File: src/rtl/rv_pkg.sv
// Shared fetch-path types and constants for the fetch/decode boundary.
package rv_pkg;

  localparam int unsigned XLEN = 32;
  localparam logic [XLEN-1:0] NOP_INSTR = 32'h0000_0013;

  typedef struct packed {
    logic [XLEN-1:0] pc;
    logic [XLEN-1:0] instr;
    logic [XLEN-1:0] pc_plus4;
  } fetch_entry_t;

endpackage

File: src/rtl/fetch_buffer_if.sv
// Fetch-side inputs and decode-side outputs of the fetch buffer.
interface fetch_buffer_if #(
  parameter int unsigned DATA_WIDTH = 32,
  parameter int unsigned DEPTH      = 2
);
  localparam int unsigned CntW = $clog2(DEPTH + 1);

  logic [DATA_WIDTH-1:0] PCF_i;
  logic [DATA_WIDTH-1:0] InstrF_i;
  logic                  StallD_i;
  logic                  FlushD_i;
  logic                  PCEn_o;
  logic [DATA_WIDTH-1:0] InstrD_o;
  logic [DATA_WIDTH-1:0] PCD_o;
  logic [DATA_WIDTH-1:0] PCPlus4D_o;
  logic                  ValidD_o;
  logic [CntW-1:0]       Count_o;

  modport slave (
    input  PCF_i, InstrF_i, StallD_i, FlushD_i,
    output PCEn_o, InstrD_o, PCD_o, PCPlus4D_o, ValidD_o, Count_o
  );

  modport master (
    output PCF_i, InstrF_i, StallD_i, FlushD_i,
    input  PCEn_o, InstrD_o, PCD_o, PCPlus4D_o, ValidD_o, Count_o
  );

endinterface

File: src/rtl/fifo_ctrl.sv
// Read/write pointers and occupancy count for a power-of-two circular FIFO.
module fifo_ctrl #(
  parameter int unsigned DEPTH = 2,
  localparam int unsigned PtrW = $clog2(DEPTH),
  localparam int unsigned CntW = $clog2(DEPTH + 1)
) (
  input  logic            clk_i,
  input  logic            rst_i,
  input  logic            push_i,
  input  logic            pop_i,
  input  logic            clear_i,
  output logic            full_o,
  output logic            empty_o,
  output logic [PtrW-1:0] rd_ptr_o,
  output logic [PtrW-1:0] wr_ptr_o,
  output logic [CntW-1:0] count_o
);

  logic [PtrW-1:0] rd_ptr_q, rd_ptr_d;
  logic [PtrW-1:0] wr_ptr_q, wr_ptr_d;
  logic [CntW-1:0] count_q, count_d;

  always_comb begin
    rd_ptr_d = rd_ptr_q;
    wr_ptr_d = wr_ptr_q;
    count_d  = count_q;
    if (clear_i) begin
      rd_ptr_d = '0;
      wr_ptr_d = '0;
      count_d  = '0;
    end else begin
      // DEPTH is a power of two, so natural pointer overflow is the wrap.
      if (push_i) wr_ptr_d = wr_ptr_q + PtrW'(1);
      if (pop_i)  rd_ptr_d = rd_ptr_q + PtrW'(1);
      if (push_i && !pop_i)      count_d = count_q + CntW'(1);
      else if (pop_i && !push_i) count_d = count_q - CntW'(1);
    end
  end

  always_ff @(posedge clk_i or posedge rst_i) begin
    if (rst_i) begin
      rd_ptr_q <= '0;
      wr_ptr_q <= '0;
      count_q  <= '0;
    end else begin
      rd_ptr_q <= rd_ptr_d;
      wr_ptr_q <= wr_ptr_d;
      count_q  <= count_d;
    end
  end

  assign full_o   = (count_q == CntW'(DEPTH));
  assign empty_o  = (count_q == '0);
  assign rd_ptr_o = rd_ptr_q;
  assign wr_ptr_o = wr_ptr_q;
  assign count_o  = count_q;

  a_count_bound: assert property (@(posedge clk_i) disable iff (rst_i)
    count_q <= CntW'(DEPTH));
  a_no_underflow: assert property (@(posedge clk_i) disable iff (rst_i)
    !(pop_i && empty_o && !clear_i));
  a_no_overflow: assert property (@(posedge clk_i) disable iff (rst_i)
    !(push_i && full_o && !pop_i && !clear_i));

endmodule

File: src/rtl/fetch_buffer.sv
// Circular buffer between fetch and decode; freezes the PC when full and
// discards everything on a redirect.
module fetch_buffer
  import rv_pkg::*;
#(
  parameter int unsigned DATA_WIDTH = XLEN,
  parameter int unsigned DEPTH      = 2
) (
  input logic           clk_i,
  input logic           rst_i,
  fetch_buffer_if.slave bus
);

  localparam int unsigned PtrW = $clog2(DEPTH);
  localparam int unsigned CntW = $clog2(DEPTH + 1);

  logic            push, pop, full, empty;
  logic [PtrW-1:0] rd_ptr, wr_ptr;
  logic [CntW-1:0] count;
  fetch_entry_t    mem_q [DEPTH];
  fetch_entry_t    head, new_entry;

  fifo_ctrl #(
    .DEPTH (DEPTH)
  ) u_fifo_ctrl (
    .clk_i    (clk_i),
    .rst_i    (rst_i),
    .push_i   (push),
    .pop_i    (pop),
    .clear_i  (bus.FlushD_i),
    .full_o   (full),
    .empty_o  (empty),
    .rd_ptr_o (rd_ptr),
    .wr_ptr_o (wr_ptr),
    .count_o  (count)
  );

  always_comb begin
    pop  = !empty && !bus.StallD_i && !bus.FlushD_i;
    // A full buffer still accepts when the head leaves in the same cycle.
    push = !bus.FlushD_i && (!full || pop);

    new_entry.pc       = bus.PCF_i;
    new_entry.instr    = bus.InstrF_i;
    new_entry.pc_plus4 = bus.PCF_i + DATA_WIDTH'(4);

    head           = mem_q[rd_ptr];
    bus.PCEn_o     = push || bus.FlushD_i;
    bus.ValidD_o   = !empty;
    bus.Count_o    = count;
    bus.InstrD_o   = empty ? NOP_INSTR : head.instr;
    bus.PCD_o      = empty ? '0 : head.pc;
    bus.PCPlus4D_o = empty ? '0 : head.pc_plus4;
  end

  // Storage is left unreset; the valid count masks stale entries.
  always_ff @(posedge clk_i) begin
    if (push) mem_q[wr_ptr] <= new_entry;
  end

endmodule

File: src/flat_wrapper.sv
// flat-port wrapper written by rule: the top's interface ports become plain ports
module fetch_buffer_flat import rv_pkg::*;
#(
  parameter int unsigned DATA_WIDTH = XLEN,
  parameter int unsigned DEPTH      = 2
)
  (clk_i, rst_i, bus_PCF_i, bus_InstrF_i, bus_StallD_i, bus_FlushD_i, bus_PCEn_o, bus_InstrD_o, bus_PCD_o, bus_PCPlus4D_o, bus_ValidD_o, bus_Count_o);
  fetch_buffer_if #(.DATA_WIDTH(DATA_WIDTH), .DEPTH(DEPTH)) bus_i ();
  input logic clk_i;
  input logic rst_i;
  input wire logic [$bits(bus_i.PCF_i)-1:0] bus_PCF_i;
  input wire logic [$bits(bus_i.InstrF_i)-1:0] bus_InstrF_i;
  input wire logic [$bits(bus_i.StallD_i)-1:0] bus_StallD_i;
  input wire logic [$bits(bus_i.FlushD_i)-1:0] bus_FlushD_i;
  output wire logic [$bits(bus_i.PCEn_o)-1:0] bus_PCEn_o;
  output wire logic [$bits(bus_i.InstrD_o)-1:0] bus_InstrD_o;
  output wire logic [$bits(bus_i.PCD_o)-1:0] bus_PCD_o;
  output wire logic [$bits(bus_i.PCPlus4D_o)-1:0] bus_PCPlus4D_o;
  output wire logic [$bits(bus_i.ValidD_o)-1:0] bus_ValidD_o;
  output wire logic [$bits(bus_i.Count_o)-1:0] bus_Count_o;
  assign bus_i.PCF_i = bus_PCF_i;
  assign bus_i.InstrF_i = bus_InstrF_i;
  assign bus_i.StallD_i = bus_StallD_i;
  assign bus_i.FlushD_i = bus_FlushD_i;
  assign bus_PCEn_o = bus_i.PCEn_o;
  assign bus_InstrD_o = bus_i.InstrD_o;
  assign bus_PCD_o = bus_i.PCD_o;
  assign bus_PCPlus4D_o = bus_i.PCPlus4D_o;
  assign bus_ValidD_o = bus_i.ValidD_o;
  assign bus_Count_o = bus_i.Count_o;
  fetch_buffer #(.DATA_WIDTH(DATA_WIDTH), .DEPTH(DEPTH)) u_core (.clk_i(clk_i), .rst_i(rst_i), .bus(bus_i));
endmodule
File: config.mk
export PLATFORM = sky130hd
export DESIGN_NAME = fetch_buffer_flat
export DESIGN_NICKNAME = d
export VERILOG_FILES = /design/src/rtl/rv_pkg.sv /design/src/rtl/fetch_buffer_if.sv /design/src/rtl/fifo_ctrl.sv /design/src/rtl/fetch_buffer.sv /design/src/flat_wrapper.sv
export SDC_FILE = /design/constraint.sdc
export NUM_CORES = 1
export LEC_CHECK = 0
export ABC_AREA = 1
export CORE_UTILIZATION = 55
export CTS_CLUSTER_DIAMETER = 100
export DETAILED_ROUTE_END_ITERATION = 10
export PLACE_DENSITY = 0.81
export SLEW_MARGIN = 0
export SYNTH_ARGS = -nofsm -noshare
export SYNTH_HDL_FRONTEND = slang
export SYNTH_SLANG_ARGS = --single-unit
File: constraint.sdc
create_clock -name clk_i -period 15.4 [get_ports clk_i]
set_clock_uncertainty 0.15 [all_clocks]
set_input_delay 3.08 -clock clk_i [delete_from_list [all_inputs] [get_ports clk_i]]
set_output_delay 3.08 -clock clk_i [all_outputs]
set_load 0.05 [all_outputs]
# Word-level counts from Yosys, hierarchy flattened
# Memory sizes are Yosys's and may differ from the RTL's.
# Index checks and enable logic that the tools add are counted.
[classes]
addsub = 5
reduce_logical = 17
n_eq_ne = 1
mux = 12
[ops]
columns = ["cell", "n"]
rows = [
  ["2-to-1 mux 32 bit", 3],
  ["adder 32 x 3 -> 32 bit (second input constant)", 1],
  ["zero test 1 bit", 6],
  ["2-to-1 mux 1 bit", 6],
  ["2-to-1 mux 2 bit", 3],
  ["logical AND 1 bit", 5],
  ["nonzero test 2 bit", 2],
  ["nonzero test 3 bit", 1],
  ["adder 1 bit (second input constant)", 2],
  ["adder 2 x 1 -> 2 bit (second input constant)", 1],
  ["== test 2 bit (second input constant)", 1],
  ["zero test 2 bit", 1],
  ["logical OR 1 bit", 2],
  ["subtractor 2 x 1 -> 2 bit (second input constant)", 1],
]
[word_totals]
ramBits = 192
register_bits = 4
inputBits = 68
n_memories = 1
[memory_table]
columns = ["memory", "depth", "width", "read_ports", "rd_clocked_by_memory_dff", "wr", "line_no", "text"]
rows = [
  ["u_core.mem_q", 2, 96, 1, 0, 1, "fetch_buffer.sv:20", "fetch_entry_t mem_q [DEPTH];"],
]

# Logic depth before layout (Yosys ltp)
# Gate-level depths: netlist of run 1.
[logic_depth]
word_depth = 11
ltp_mapped = 8

# Hierarchy
# A second synthesis of run 1 with hierarchy kept.
[unflattened]
hier_cells = 713
area_unflattened_um2 = 8142.8
[by_module_without_submodules]
columns = ["module", "seq_area_each_um2", "instances", "cells_each", "area_per_inst_um2"]
rows = [
  ["fetch_buffer", 5645.4, 1, 683, 7927.6],
  ["fifo_ctrl", 100.1, 1, 30, 215.2],
]

# Least setup slack after synthesis of run 1
# No wires, ideal clock.
[synth_timing]
path_type = "input to register"
startpoint = "in bus_StallD_i"
endpoint = "mem u_core.mem_q[0][10] (netlist bit) (enable)"
arrival_time_ns = 7.198
path_slack_ns = 7.504
stages = 3
t_required_ns = 14.702
setup_time_ns = 0.548
cell_sequence = "inv_1 > o21bai_1 > nor2_1"
[synth_between]
elab_chain_cells = 7
[synth_lines]
columns = ["item", "line_no", "text"]
rows = [
  ["start, declared", "flat_wrapper.sv:13", "input wire logic [$bits(bus_i.StallD_i)-1:0] bus_StallD_i;"],
  ["zero test 1 bit", "fetch_buffer.sv:39", "pop = !empty && !bus.StallD_i && !bus.FlushD_i;"],
  ["logical AND 1 bit (2 in series)", "fetch_buffer.sv:39", ""],
  ["logical OR 1 bit", "fetch_buffer.sv:41", "push = !bus.FlushD_i && (!full || pop);"],
  ["logical AND 1 bit", "fetch_buffer.sv:41", ""],
  ["2-to-1 mux 1 bit", "fetch_buffer.sv:58", "if (push) mem_q[wr_ptr] <= new_entry;"],
  ["2-to-1 mux 1 bit (not written as such)", "fetch_buffer.sv:58", ""],
  ["end, declared", "fetch_buffer.sv:20", ""],
]
# No other way between the ends.

# Worst setup path in the final report of run 1
[layout_timing]
startpoint = "in bus_StallD_i"
endpoint = "out bus_PCEn_o"
[layout_between]
elab_chain_cells = 6
[layout_lines]
columns = ["item", "line_no", "text"]
rows = [
  ["zero test 1 bit", "fetch_buffer.sv:39", ""],
  ["logical AND 1 bit (2 in series)", "fetch_buffer.sv:39", ""],
  ["logical OR 1 bit", "fetch_buffer.sv:41", ""],
  ["logical AND 1 bit", "fetch_buffer.sv:41", ""],
  ["logical OR 1 bit", "fetch_buffer.sv:48", "bus.PCEn_o = push || bus.FlushD_i;"],
  ["end, declared", "flat_wrapper.sv:15", "output wire logic [$bits(bus_i.PCEn_o)-1:0] bus_PCEn_o;"],
]
# No other way between the ends.

==> results of run 1 <==
-- layout by cell type (no fill, tap or decap), types with 6 or more instances in the layout --
| master | netlist | routed |
|---|---|---|
| inv_1 | 25 | 25 |
| buf_4 | 7 | 6 |
| a21oi_1 | 94 | 94 |
| clkdlybuf4s50_1 | 0 | 167 |
| nand3_1 | 18 | 18 |
| nor2_4 | 4 | 7 |
| nand2_1 | 276 | 276 |
| xor2_1 | 10 | 10 |
| edfxtp_1 | 188 | 188 |
| clkbuf_16 | 0 | 17 |
| nor2_1 | 41 | 38 |
-- critical path: stages --
cell and delay [ns]:
clkdlybuf4s50_1 0.53, inv_1 0.10, nor3_1 0.17, inv_1 0.08, clkdlybuf4s50_1 0.70
-- through the flow --
step                      area (sq um)  std cells  total power [W]  worst slack (ns)
after floorplan                   8080        718         0.000823              7.50
after CTS                        10400       1069          0.00135              7.51
after global placement            9870       1038         0.000922              7.55
final                            10400       1069          0.00135              7.51
after global routing             10400       1069          0.00139              7.46
after detailed placement          9870       1038         0.000928              7.51
-- flip-flops by register name (all words and copies together) (netlist names) --
register,flops
u_core.mem_q,188
u_core.u_fifo_ctrl.count_o,2
u_core.u_fifo_ctrl.rd_ptr_o,1
u_core.u_fifo_ctrl.wr_ptr_o,1
-- worst max-delay path by stage --
stage | to | startpoint | slack [ns] | depth (start not counted)
finish | bus_PCEn_o | bus_StallD_i | 7.51 | 5
CTS | bus_PCEn_o | bus_StallD_i | 7.51 | 5
global placement | bus_PCEn_o | bus_StallD_i | 7.55 | 5
floorplan | u_core.mem_q[0][10] | bus_StallD_i | 7.50 | 3
global route | bus_PCEn_o | bus_StallD_i | 7.46 | 5
detailed placement | bus_PCEn_o | bus_StallD_i | 7.51 | 5
-- metal layers --
layer	track usage	wire length, um
met1	0.293	7270
met2	0.415	9060
met3	0.0780	1490
met4	0.101	419
met5	0	0
-- kinds of logic after synthesis --
kind of cell / Yosys count / share of synthesized area
adder cells (fa/ha/maj): 1 / 0.00155
AND/OR/NAND/NOR: 355 / 0.177
buffers and inverters: 59 / 0.0333
AO/OA/AOI/OAI: 96 / 0.0601
flip-flops: 192 / 0.711
XOR/XNOR: 15 / 0.0163
-- layout make-up --
class,instances,area [sq um]
sequential,192,5750
fill,948,3650
multi-input combinational,467,2080
timing repair buffer,173,1720
clock buffer,18,429
tap,180,225
clock inverter,13,146
inverter,26,97.6
-- power by group --
group | total (W) | switching, W | internal, W
Combinational | 0.000290 | 0.000202 | 0.0000886
Sequential | 0.000627 | 0.0000158 | 0.000611
Clock | 0.000428 | 0.000177 | 0.000251
Total | 0.00135 | 0.000394 | 0.000951
==> reports/results.ini, run 1 <==
[outcome]
outcome=completed

[synthesis]
yosys_warnings=0
synth-edff-count=188
ys_ff_latch=192
ys_async_sr_fraction=0.0208
yosys.area.top_type_share=0.699
syn_nets=787
post-synth-top-count-cell=nand2_1
netlist_instances=718
yosysSeqAreaShare=0.711
synth_cell_type_count=23
synth.area.top_cells=edfxtp_1 (70%), nand2_1 (13%), a21oi_1 (5.8%)
synth_largest_area_cell=edfxtp_1
synth.avg_cell_area_sq_um=11.2
synth_commonest_cells=nand2_1 (276), edfxtp_1 (188), a21oi_1 (94), nor2_1 (41), inv_1 (25)
synth_top_flop_cell=edfxtp_1
syn-cell-area_sq_um=8080

[clock_network]
path_clk_slew_ns=0.07
cts_hold_buffers=0
clock_sinks=192
cts_tree=done
numCtsBuffers=17
cts-root-buf=clkbuf_16
clk-insertion-delay-late_ns=0.43
cts_setup_buffers=0
cts_resized=0
clockBufferDepth=2
cts_max_level=4

[global_routing]
grt_pass1_wl_um=27800
globalRouteTotalUtil=0.246
grt_start_max_net_pins=97
grt_pass1_vias=5618
antenna_found_initial=0
grt-ovfl-total=0

[worst_hold_path]
worstHoldStart=u_core.u_fifo_ctrl.wr_ptr_o
hold_path_depth=2
hold_path_class=reg -> reg
min_to=u_core.u_fifo_ctrl.wr_ptr_o

[layout]
fin_util=0.741
n_antenna_cell=0
area_delta_synth_final_pct=29.4
layout-drive-gt1-share=0.0574
nNetsFinal=946

[power_and_ir_drop]
p_leak_nw=3.76
vdd_ir_drop_max_mv=0.0901
p_per_area_nw_per_um2=129

[die]
start_util=0.573
rows=43
die_w_um=123
core_area_sq_um=14100
fp.dieH_um=123
pin_count=168
dieArea_sq_um=15200

[timing]
final_max_slew_viol_count=0
worst_slew_pin_slew_ns=1.05
hold_viol=0
rsz0062_at_grt=no
slew_headroom=0.303
fmax_ghz=0.127
timing.final.crit_share=0.513
fin_tns_setup_ns=0
min_period_ns=7.89
hold_slack_ns=0.539
setup_viol=0

[place]
place_congestion=0.936
place_hpwl_um=11600
portBuffers=167

[critical_path]
critPathKind=in -> out
r2r-start=u_core.u_fifo_ctrl.rd_ptr_o
r2r-end=u_core.u_fifo_ctrl.rd_ptr_o
start_kind=input pin
r2r_setup_slack_ns=12.53
cp.arrival_ns=4.66
worstPathRequired_ns=12.17
cp-end-kind=primary output
worst-path-max-fanout=4
rr_worst_depth=4

[detailed_routing]
drc_errors=0
vias=5810
drt-total-wl_um=18200
ant_nets=0
routedWlPerCell_um=17.1
viasPerCell=5.43
drtIter0Drc=495
drt-pass1-iter-count=5

[flow_run]
max_cap_violations=0

Power figures use the tool's default switching activity.
==> inputs of run 2 (changes only) <==
- CORE_UTILIZATION: 55 -> 46
- PLACE_DENSITY: 0.81 -> 0.72
- clock period: 15.4 -> 7 ns (I/O delays scaled with it)
==> run 2 against run 1 <==
Worst hold slack worse by 0.041 ns. Core utilization is 13 points lower. Sequential cell count stayed put. Die area increased by 19%. Setup slack got worse by 5.6 ns. Routed wire length up 1.2%. Via count shrank 2.7%. Global-route usage down 3.9 points.
==> reports/results.ini, run 2 (synthesized netlist as in run 1, its figures left out) <==
[outcome]
outcome=completed

[timing]
rsz0062_at_grt=no
hold_viol=0
final_max_slew_viol_count=0
min_period_ns=5.08
setup_viol=0
fin_tns_setup_ns=0
fmax_ghz=0.197
timing.final.crit_share=0.726
worst_slew_pin_slew_ns=0.707
slew_headroom=0.528
fin_ws_ns=1.92

[critical_path]
cp-end-kind=primary output
start_kind=register
cp.arrival_ns=3.53
worstPathRequired_ns=5.45
critPathKind=reg -> out
worst-path-max-fanout=56

[die]
rows=48
pin_count=168
die_w_um=134
fp.dieH_um=134
start_util=0.468
dieArea_sq_um=18100
core_area_sq_um=17200

[layout]
area_delta_synth_final_pct=30.6
final_area_sq_um=10600
n_antenna_cell=0
largest_register_ffs=188
mostFrequentLayoutCells=nand2_1 (276), edfxtp_1 (188), clkdlybuf4s50_1 (167)
nNetsFinal=948
largest-register=u_core.mem_q
layout-drive-gt1-share=0.0650
final_common_cell=nand2_1

[global_routing]
globalRouteTotalUtil=0.208
grt-ovfl-total=0
antenna_found_initial=0
grt_start_max_net_pins=57
grt_pass1_vias=5272
grt_pass1_wl_um=28300

[place]
post-place-ws_ns=2.34
portBuffers=167
place_hpwl_um=12000
place_congestion=0.861
placed_area_sq_um=9940

[clock_network]
cts_tree=done
cts_hold_buffers=0
cts-root-buf=clkbuf_16
clock_sinks=192
cts_setup_buffers=0
path_clk_slew_ns=0.06
cts_max_level=4
clockBufferDepth=2
clk-insertion-delay-late_ns=0.42
cts_resized=0
numCtsBuffers=17

[detailed_routing]
drt-pass1-iter-count=5
routedWlPerCell_um=16.5
vias=5656
drtIter0Drc=361
ant_nets=0
viasPerCell=5.06
drc_errors=0
drt-total-wl_um=18500

[flow_run]
max_cap_violations=0

[power_and_ir_drop]
p_per_area_nw_per_um2=285
p_leak_nw=3.80
vdd_ir_drop_max_mv=0.162

[worst_hold_path]
hold_path_class=reg -> reg

## run 2: cell count changes in the layout (fill, tap and decap cells not counted), sizes merged
cell	before	now
inv	26	31
clkinv	7	5
clkinvlp	3	1
buf	6	8
## run 2: metrics by stage
stage / hold WS (ns) / instances / power [W] / util
floorplan: 0.374 / 718 / 0.00181 / -
global placement: 0.499 / 1085 / 0.00204 / 0.577
detailed placement: 0.491 / 1085 / 0.00205 / 0.577
CTS: 0.503 / 1117 / 0.00303 / 0.612
global route: 0.553 / 1117 / 0.00310 / 0.612
finish: 0.498 / 1117 / 0.00300 / 0.612
## run 2: final timing paths
check | cells past startpoint | startpoint | slack, ns | endpoint
min in group asynchronous | 2 | rst_i | 1.02 | u_core.u_fifo_ctrl.rd_ptr_o
max | 5 | u_core.u_fifo_ctrl.rd_ptr_o | 1.92 | bus_PCPlus4D_o[18]
min | 2 | u_core.u_fifo_ctrl.count_o[0] | 0.50 | u_core.u_fifo_ctrl.count_o[0]
min reg2reg | 2 | u_core.u_fifo_ctrl.count_o[0] | 0.50 | u_core.u_fifo_ctrl.count_o[0]
max in group asynchronous | 2 | rst_i | 5.50 | u_core.u_fifo_ctrl.rd_ptr_o
max reg2reg | 5 | u_core.u_fifo_ctrl.count_o[0] | 4.76 | u_core.u_fifo_ctrl.rd_ptr_o
## run 2: layer usage
metal	global-route usage	vias up	part of all wire
met5	0	-	0
met2	0.345	194	0.49
li1	-	2756	-
met4	0.0618	0	0.011
met1	0.280	2688	0.44
met3	0.0390	18	0.057
## run 2: worst max-delay path: stages (launching register included)
cell and delay, ns:
dfrtp_4 0.68, clkinv_2 0.50, buf_4 0.64, nand2_1 0.11
a21oi_1 0.25, clkdlybuf4s50_1 0.85
## run 2: report_power, final
group          switching (W)  internal, W
clock               0.000419     0.000569
sequential         0.0000251      0.00134
combinational       0.000453     0.000195
## run 2: layout make-up
type	count	area (sq um)
Clock inverter	14	176
Tap cell	225	282
Sequential cell	192	5750
Clock buffer	18	429
Multi-Input combinational cell	467	2080
Timing Repair Buffer	175	1730
Fill cell	1394	6690
Inverter	26	98.8
==> inputs of run 3 (changes only) <==
- clock period: 7 -> 4.55 ns (I/O delays scaled with it)
==> run 3 against run 2 <==
First-iteration DRC count decreased by 4.2%. Critical path depth unchanged. Sequential cell count stayed put. Count of clock-buffer cells in the layout is 2 higher. Clock power rose by 63%. Die area is the same. Via count down 0.58%. Sequential share of layout area is 0.42 points lower. Sequential power increased by 54%. Worst hold slack got worse by 0.019 ns. Combinational power grew 54%. Cell area grew 0.77%. Largest power group unchanged.
==> reports/results.ini, run 3 (synthesized netlist as in run 1, its figures left out) <==
[layout]
fillers=1389
final_area_sq_um=10600
largest_register_ffs=188
mostFrequentLayoutCells=nand2_1 (276), edfxtp_1 (188), clkdlybuf4s50_1 (167)
n_antenna_cell=0
layout-drive-gt1-share=0.0627
fin_util=0.617
area_delta_synth_final_pct=31.7
register_area_sq_um=5750
stdcell_count=1118
final_common_cell=nand2_1
nNetsFinal=949
largest-register=u_core.mem_q
multiInputGateArea_sq_um=2080

[critical_path]
cp.arrival_ns=2.94
critPathKind=reg -> out
worst-path-max-fanout=54
start_kind=register
r2r-end=u_core.mem_q[1][80]
worstPathRequired_ns=3.49
cp-end-kind=primary output
crit_path_start=u_core.u_fifo_ctrl.rd_ptr_o
rr_worst_depth=5
r2r-start=u_core.u_fifo_ctrl.count_o[0]
r2r_setup_slack_ns=2.34

[power_and_ir_drop]
vdd_ir_drop_max_mv=0.298
intPower_w=0.00336
p_per_area_nw_per_um2=444
p_sw_w=0.00136
p_leak_nw=3.83
p_clk_frac=0.342
sw_frac_of_total=0.289
power_frac_seq=0.446
p_comb_frac=0.212

[timing]
min_period_ns=4.00
fmax_ghz=0.250
rsz0062_at_grt=no
slew_headroom=0.591
timing.final.crit_share=0.878
final_max_slew_viol_count=0
worst_slew_pin_slew_ns=0.614
setup_viol=0
fin_tns_setup_ns=0
hold_viol=0

[detailed_routing]
drt-total-wl_um=18000
ant_nets=0
viasPerCell=5.03
drc_errors=0
drtIter0Drc=346
drt-pass1-iter-count=4
routedWlPerCell_um=16.1
vias=5623

[clock_network]
cts_hold_buffers=0
cts_setup_buffers=0
cts_tree=done
cts_resized=0
path_clk_slew_ns=0.07
clk-insertion-delay-late_ns=0.42
cts-root-buf=clkbuf_16
clock_sinks=192
numCtsBuffers=17
clockBufferDepth=2
cts_max_level=4

[global_routing]
grt_pass1_vias=5367
grt-ovfl-total=0
antenna_found_initial=0
grt_pass1_wl_um=28100
globalRouteTotalUtil=0.207
grt_start_max_net_pins=94

[die]
dieArea_sq_um=18100
core_area_sq_um=17200
fp.dieH_um=134
die_w_um=134
pin_count=168
rows=48
start_util=0.468

[place]
place_hpwl_um=11500
portBuffers=167
placed_area_sq_um=9990
placed_cells=1086
place_congestion=0.868

[worst_hold_path]
hold_path_class=reg -> reg
min_to=u_core.mem_q[0][95]
hold_path_depth=1
worstHoldStart=u_core.u_fifo_ctrl.wr_ptr_o

[flow_run]
max_cap_violations=0

[outcome]
outcome=completed

==> run 3: cell count changes in the layout (fill, tap and decap cells not counted), sizes merged <==
cell	before	now
bufinv	3	5
clkbuf	18	20
inv	31	29
buf	8	9
clkinv	5	4
clkinvlp	1	0
==> run 3: cell type report <==
cell class / count / share of cell area
sequential: 192 / 0.541
clock inverter: 12 / 0.0193
tap: 225 / 0.0265
clock buffer: 20 / 0.0411
inverter: 26 / 0.00930
timing repair buffer: 176 / 0.167
multi-input combinational: 467 / 0.196
==> run 3: worst max path at each step <==
stage                                      to  depth (start not counted)
after floorplan           u_core.mem_q[0][10]                          3
after global placement     bus_PCPlus4D_o[18]                          5
after detailed placement   bus_PCPlus4D_o[18]                          5
after CTS                  bus_PCPlus4D_o[18]                          5
after global routing       bus_PCPlus4D_o[18]                          5
final                      bus_PCPlus4D_o[18]                          5
==> run 3: metrics by stage <==
stage               power, W  setup slack, ns  hold slack (ns)
CTS                  0.00476            0.484            0.481
floorplan            0.00278            0.396            0.405
finish               0.00472            0.553            0.480
global placement     0.00314            0.980            0.458
detailed placement   0.00315            0.964            0.464
global route         0.00488            0.357            0.509
==> run 3: routing by layer <==
| layer | GRT usage | part of all wire |
|---|---|---|
| met1 | 0.275 | 0.44 |
| met2 | 0.342 | 0.49 |
| met4 | 0.0774 | 0.016 |
| met3 | 0.0372 | 0.052 |
| met5 | 0 | 0 |
==> run 3: power groups by stage <==
stage | Clock, W | Sequential, W | Combinational, W
2_1_floorplan | 0 | 0.00214 | 0.000642
3_3_place_gp | 0 | 0.00214 | 0.00100
3_5_place_dp | 0 | 0.00214 | 0.00101
4_1_cts | 0.00164 | 0.00211 | 0.00101
5_1_grt | 0.00171 | 0.00211 | 0.00106
6_report | 0.00161 | 0.00211 | 0.00100
==> run 3: worst max-delay path: stages, from the launching register on <==
cell	delay [ns]
dfrtp_4	0.69
clkinv_2	0.11
buf_4	0.51
nand2_1	0.11
a21oi_1	0.24
clkdlybuf4s50_1	0.85
